===== config.mk =====
export PLATFORM = sky130hd
export DESIGN_NAME = i2c_responder_flat
export DESIGN_NICKNAME = d
export VERILOG_FILES = /design/src/rtl/i2c_responder_if.sv /design/src/rtl/i2c_responder.sv /design/src/flat_wrapper.sv
export SDC_FILE = /design/constraint.sdc
export NUM_CORES = 1
export LEC_CHECK = 0
export ABC_AREA = 0
export BUFFER_PORTS_ARGS = -buffer_cell sky130_fd_sc_hd__buf_2
export CORE_UTILIZATION = 55
export CTS_CLUSTER_SIZE = 20
export DETAILED_ROUTE_END_ITERATION = 8
export PLACE_DENSITY = 0.76
export SYNTH_ARGS = -nofsm -noshare
export SYNTH_HDL_FRONTEND = slang
export SYNTH_SLANG_ARGS = --single-unit

===== constraint.sdc =====
create_clock -name clk_50MHz -period 4.3 [get_ports clk_50MHz]
set_input_delay 0.645 -clock clk_50MHz [delete_from_list [all_inputs] [get_ports clk_50MHz]]
set_output_delay 0.645 -clock clk_50MHz [all_outputs]
set_load 0.02 [all_outputs]

===== src/rtl/i2c_responder_if.sv =====
// Pad-side I2C lines plus the captured register pair of the responder.
// data_valid is a one-cycle strobe with no ready: data_0/data_1 change in that cycle and hold until the next strobe.
interface i2c_responder_if;
  logic       scl;
  logic       sda_in;
  logic       sda_oe;
  logic [7:0] data_0;
  logic [7:0] data_1;
  logic       data_valid;
  logic       busy;

  modport slave (
    input  scl, sda_in,
    output sda_oe, data_0, data_1, data_valid, busy
  );

  modport master (
    output scl, sda_in,
    input  sda_oe, data_0, data_1, data_valid, busy
  );
endinterface


===== src/rtl/i2c_responder.sv =====
// Write-only I2C target: fixed address plus two data bytes, ACKed, presented as a register pair.
// Optional I2C_RESPONDER_GLITCH_FILTER_EN adds a 4-cycle stability filter on scl/sda.
module i2c_responder #(
  parameter logic [6:0] DEV_ADDR = 7'b110_0110
) (
  input  logic           clk_50MHz,
  input  logic           rst_n,
  i2c_responder_if.slave bus,
  output logic [2:0]     fsm_state
);
  typedef enum logic [2:0] {
    IDLE, ADDR, ADDR_ACK, DATA0, DATA0_ACK, DATA1, DATA1_ACK, IGNORE
  } state_t;

  state_t     state, state_nxt;
  logic [1:0] scl_sync, sda_sync;
  logic       scl_f, sda_f, scl_d, sda_d;
  logic [2:0] bit_cnt;
  logic       byte_full;
  logic [6:0] shift;
  logic [7:0] s0, s1, data_0, data_1;
  logic       data_valid, busy, sda_oe_c;

  always_ff @(posedge clk_50MHz or negedge rst_n) begin
    if (!rst_n) begin
      scl_sync <= 2'b11;
      sda_sync <= 2'b11;
    end else begin
      scl_sync <= {scl_sync[0], bus.scl};
      sda_sync <= {sda_sync[0], bus.sda_in};
    end
  end

`ifdef I2C_RESPONDER_GLITCH_FILTER_EN
  logic [1:0] scl_cnt, sda_cnt;

  // A new level is taken only after it has been seen on 4 consecutive cycles.
  always_ff @(posedge clk_50MHz or negedge rst_n) begin
    if (!rst_n) begin
      scl_f   <= 1'b1;
      sda_f   <= 1'b1;
      scl_cnt <= 2'd0;
      sda_cnt <= 2'd0;
    end else begin
      if (scl_sync[1] == scl_f) scl_cnt <= 2'd0;
      else if (scl_cnt == 2'd3) begin
        scl_f   <= scl_sync[1];
        scl_cnt <= 2'd0;
      end else scl_cnt <= scl_cnt + 2'd1;
      if (sda_sync[1] == sda_f) sda_cnt <= 2'd0;
      else if (sda_cnt == 2'd3) begin
        sda_f   <= sda_sync[1];
        sda_cnt <= 2'd0;
      end else sda_cnt <= sda_cnt + 2'd1;
    end
  end
`else
  assign scl_f = scl_sync[1];
  assign sda_f = sda_sync[1];
`endif

  always_ff @(posedge clk_50MHz or negedge rst_n) begin
    if (!rst_n) begin
      scl_d <= 1'b1;
      sda_d <= 1'b1;
    end else begin
      scl_d <= scl_f;
      sda_d <= sda_f;
    end
  end

  // START/STOP need scl stable high, so an sda change under a moving scl is never one.
  logic scl_rise, scl_fall, scl_high, start_c, stop_c, data_state, addr_ok;
  logic [7:0] byte_nxt;
  assign scl_rise   = scl_f & ~scl_d;
  assign scl_fall   = ~scl_f & scl_d;
  assign scl_high   = scl_f & scl_d;
  assign start_c    = scl_high & sda_d & ~sda_f;
  assign stop_c     = scl_high & ~sda_d & sda_f;
  assign byte_nxt   = {shift, sda_f};
  assign addr_ok    = (byte_nxt[7:1] == DEV_ADDR) && !byte_nxt[0];
  assign data_state = (state == ADDR) || (state == DATA0) || (state == DATA1);

  always_ff @(posedge clk_50MHz or negedge rst_n) begin
    if (!rst_n) state <= IDLE;
    else        state <= state_nxt;
  end

  always_comb begin
    state_nxt = state;
    if (start_c)     state_nxt = ADDR;
    else if (stop_c) state_nxt = IDLE;
    else begin
      case (state)
        ADDR: begin
          if (scl_rise && !byte_full && bit_cnt == 3'd7 && !addr_ok) state_nxt = IGNORE;
          else if (byte_full && scl_fall)                            state_nxt = ADDR_ACK;
        end
        ADDR_ACK:  if (scl_fall)              state_nxt = DATA0;
        DATA0:     if (byte_full && scl_fall) state_nxt = DATA0_ACK;
        DATA0_ACK: if (scl_fall)              state_nxt = DATA1;
        DATA1:     if (byte_full && scl_fall) state_nxt = DATA1_ACK;
        DATA1_ACK: if (scl_fall)              state_nxt = IGNORE;
        default:   state_nxt = state;
      endcase
    end
  end

  always_comb begin
    sda_oe_c = 1'b0;
    case (state)
      ADDR_ACK, DATA0_ACK, DATA1_ACK: sda_oe_c = 1'b1;
      default:                        sda_oe_c = 1'b0;
    endcase
  end

  // byte_full marks "8 bits taken, waiting for the falling edge that opens the ACK slot".
  always_ff @(posedge clk_50MHz or negedge rst_n) begin
    if (!rst_n) begin
      bit_cnt    <= 3'd0;
      byte_full  <= 1'b0;
      shift      <= 7'd0;
      s0         <= 8'h00;
      s1         <= 8'h00;
      data_0     <= 8'h00;
      data_1     <= 8'h00;
      data_valid <= 1'b0;
      busy       <= 1'b0;
    end else begin
      data_valid <= 1'b0;
      if (start_c) begin
        bit_cnt   <= 3'd0;
        byte_full <= 1'b0;
        busy      <= 1'b1;
      end else if (stop_c) begin
        bit_cnt   <= 3'd0;
        byte_full <= 1'b0;
        busy      <= 1'b0;
      end else begin
        if (data_state && scl_rise && !byte_full) begin
          shift   <= byte_nxt[6:0];
          bit_cnt <= bit_cnt + 3'd1;
          if (bit_cnt == 3'd7) begin
            byte_full <= 1'b1;
            if (state == ADDR && !addr_ok) busy <= 1'b0;
            if (state == DATA0) s0 <= byte_nxt;
            if (state == DATA1) s1 <= byte_nxt;
          end
        end
        if (scl_fall && byte_full) byte_full <= 1'b0;
        if (state == DATA1_ACK && scl_fall) begin
          data_0     <= s0;
          data_1     <= s1;
          data_valid <= 1'b1;
        end
      end
    end
  end

  assign bus.sda_oe     = sda_oe_c;
  assign bus.data_0     = data_0;
  assign bus.data_1     = data_1;
  assign bus.data_valid = data_valid;
  assign bus.busy       = busy;
  assign fsm_state      = state;
endmodule


===== src/flat_wrapper.sv =====
// flat-port wrapper written by rule: the top's interface ports become plain ports
module i2c_responder_flat 
#(
  parameter logic [6:0] DEV_ADDR = 7'b110_0110
)
  (clk_50MHz, rst_n, fsm_state, bus_scl, bus_sda_in, bus_sda_oe, bus_data_0, bus_data_1, bus_data_valid, bus_busy);
  i2c_responder_if bus_i ();
  input  logic clk_50MHz;
  input  logic rst_n;
  output logic [2:0] fsm_state;
  input wire logic [$bits(bus_i.scl)-1:0] bus_scl;
  input wire logic [$bits(bus_i.sda_in)-1:0] bus_sda_in;
  output wire logic [$bits(bus_i.sda_oe)-1:0] bus_sda_oe;
  output wire logic [$bits(bus_i.data_0)-1:0] bus_data_0;
  output wire logic [$bits(bus_i.data_1)-1:0] bus_data_1;
  output wire logic [$bits(bus_i.data_valid)-1:0] bus_data_valid;
  output wire logic [$bits(bus_i.busy)-1:0] bus_busy;
  assign bus_i.scl = bus_scl;
  assign bus_i.sda_in = bus_sda_in;
  assign bus_sda_oe = bus_i.sda_oe;
  assign bus_data_0 = bus_i.data_0;
  assign bus_data_1 = bus_i.data_1;
  assign bus_data_valid = bus_i.data_valid;
  assign bus_busy = bus_i.busy;
  i2c_responder #(.DEV_ADDR(DEV_ADDR)) u_core (.clk_50MHz(clk_50MHz), .rst_n(rst_n), .bus(bus_i), .fsm_state(fsm_state));
endmodule

==> impl_metrics.yaml <==
critical_path:
  max_stage_delay_ns: 0.59
  cp_max_fo: 11
  path_cells: "nor3b_1 > and3_1 > nand2_1 > or2_1 > mux2_2"
  ff2ff_setup_slack_ns: 2.03
  cpMaxStageDelayCell: "dfstp_2"
  end_kind: "flop"
  startpoint_type: "flop"
  required_ns: 4.50
  worstSetupPathType: "reg2reg"
  arrival_ns: 2.47
clocking:
  cts_sinks: 54
  cts_max_level: 2
  clockBufferDepth: 2
  clock-root-buffer: "clkbuf_8"
  clock_latency_ns: 0.30
  clkTransAtPathRegs_ns: 0.09
  cts_buffers: 5
  cts_resized: 0
  cts-hold-fix-buffers: 0
  post_cts_buffers: 0
  cts_tree: "yes"
final_layout:
  nets: 235
  layout-drive-gt1-share_pct: 27.8
  seq_area_um2: 1360
  fin_util_pct: 67.0
  nFillCells: 303
  diodes: 0
  area_growth_pct: 14.1
  multi_input_area_um2: 795
run_status:
  status: "finished, final reports clean"
drt:
  first_pass_iters: 4
  routed_wl_um: 3870
  wl_per_cell_um: 13.9
  vias: 1519
  avgViaCountPerCell: 5.46
  drt_iter0_drc: 109
  drc: 0
  ant_nets: 0
sta:
  rsz0062_at_grt: "no"
  hold_violations: 0
  fin_crit_ns: 2.27
  fin_setup_tns_ns: 0
  setup_violations: 0
  slew_violations: 0
  post-route-period-util_pct: 52.8
  tightest_slew_ns: 0.631
  fmax_mhz: 440
  worst_slack_ns: 2.03
  fin_skew_ns: 0.00577
  slew_headroom_pct: 57.9
  hold_ws_ns: 0.280
yosys:
  ys_types: 37
  synth_nets: 208
  synth_top_area_share_pct: 54.7
  synthTopCellsByCount: "nand2_1 (76), dfrtp_1 (48), mux2_2 (16), dfstp_2 (6)"
  yosys-top-cells-area: "dfrtp_1 (55%), nand2_1 (13%), mux2_2 (8.2%), dfstp_2 (7.2%), ha_1 (1.1%)"
  post_synth.cell_area_avg_um2: 10.9
  ys.flop_type: "dfrtp_1"
  synthCells: 202
  yosysWarnings: 0
  synth-seq-cells: 54
  yosysSeqAreaShare_pct: 61.8
  synth_edf_count: 0
  async_flop_share_pct: 100
  synth.most_common_cell: "nand2_1"
  yosys.area.top_type: "dfrtp_1"
  syn_area_um2: 2200
global_route:
  grtUsageTotal_pct: 21.5
  antenna_found_initial: 0
  grt_start_max_net_pins: 35
  grt_pass1_wl_um: 6780
  first_global_vias: 1442
  grt_overflow: 0
floorplan:
  core_um2: 3740
  ios: 26
  die_area_um2: 4250
  start_util_pct: 58.7
  num_rows: 22
  die_x_um: 65.2
  die_h_um: 65.2
run:
  maxCapViolCount: 0
power:
  vdd_drop_max_mv: 0.399
  powerDensity_nw_per_um2: 521
  p_leak_nw: 1.38
min_path:
  hp-class: "in2async"
placed_design:
  port_buffers: 25
  pre_cts_slack_ns: 2.03
  place.gp.congestion: 0.901
  dp_hpwl_um: 2730
[final timing paths]
check | cells after the start | endpoint | from
min reg2reg | 0 | u_core.scl_sync[1] | u_core.scl_sync[0]
max | 5 | u_core.s0[3] | u_core.scl_sync[1]
min | 1 | u_core.bus.data_1[5] | rst_n
min in group clk_50MHz | 0 | u_core.scl_sync[1] | u_core.scl_sync[0]
max reg2reg | 5 | u_core.s0[3] | u_core.scl_sync[1]
max in group asynchronous | 2 | u_core.scl_d | rst_n
[area by class of cell]
cell class                 count  share of cell area [%]
tap                           48                    2.40
clock inverter                 2                    2.40
inverter                       5                   0.749
timing repair buffer          26                    5.29
multi-input combinational    137                    31.7
sequential                    54                    54.2
clock buffer                   6                    3.29
[through the flow]
step	instances	power, W	instance area (um2)
finish	278	0.00131	2510
global route	278	0.00138	2510
CTS	278	0.00132	2510
detailed placement	270	0.000914	2360
global placement	270	0.000902	2360
floorplan	202	0.000825	2200
[flip-flops by register name, indices dropped and copies added, names as in the netlist, 3 cells and up]
signal,count
u_core.bit_cnt,3
u_core.bus.data_0,8
u_core.bus.data_1,8
u_core.fsm_state,3
u_core.s0,8
u_core.s1,8
u_core.shift,7
[routing by layer]
metal	wire length, um	track usage (%)
met3	159	4.34
met4	54	9.78
met2	1810	32.6
met1	1840	29.8
met5	0	0
[worst max-delay path, delay by kind of cell, from the launching register on]
kind | cells | cell delay (ns)
DFF | 1 | 0.59
muxes | 1 | 0.32
and+or+nand+nor | 4 | 1.25
[report_power, final]
part	internal (W)	switching, W
clock	0.000248	0.000155
sequential	0.000566	0.0000874
combinational	0.000100	0.000152
total	0.000914	0.000394
[cells by family after synthesis]
family,synth area share (%)
xor+xnor,0.399
simple gates,20.3
fa+ha+maj,1.14
buf+inv,1.99
flops,61.8
compound gates,6.15
mux,8.20
[placed cells by master (no fill, tap or decap), types with 3 or more instances in the layout]
cell,instances
clkbuf_8,6
dfstp_2,6
dfrtp_1,48
mux2_2,16
a21oi_1,4
o21ai_0,4
a31oi_1,3
buf_2,25
nand2_1,76
nand3_1,3
inv_1,4
nor2_1,3
No activity file was read; power rests on OpenSTA's default activity.
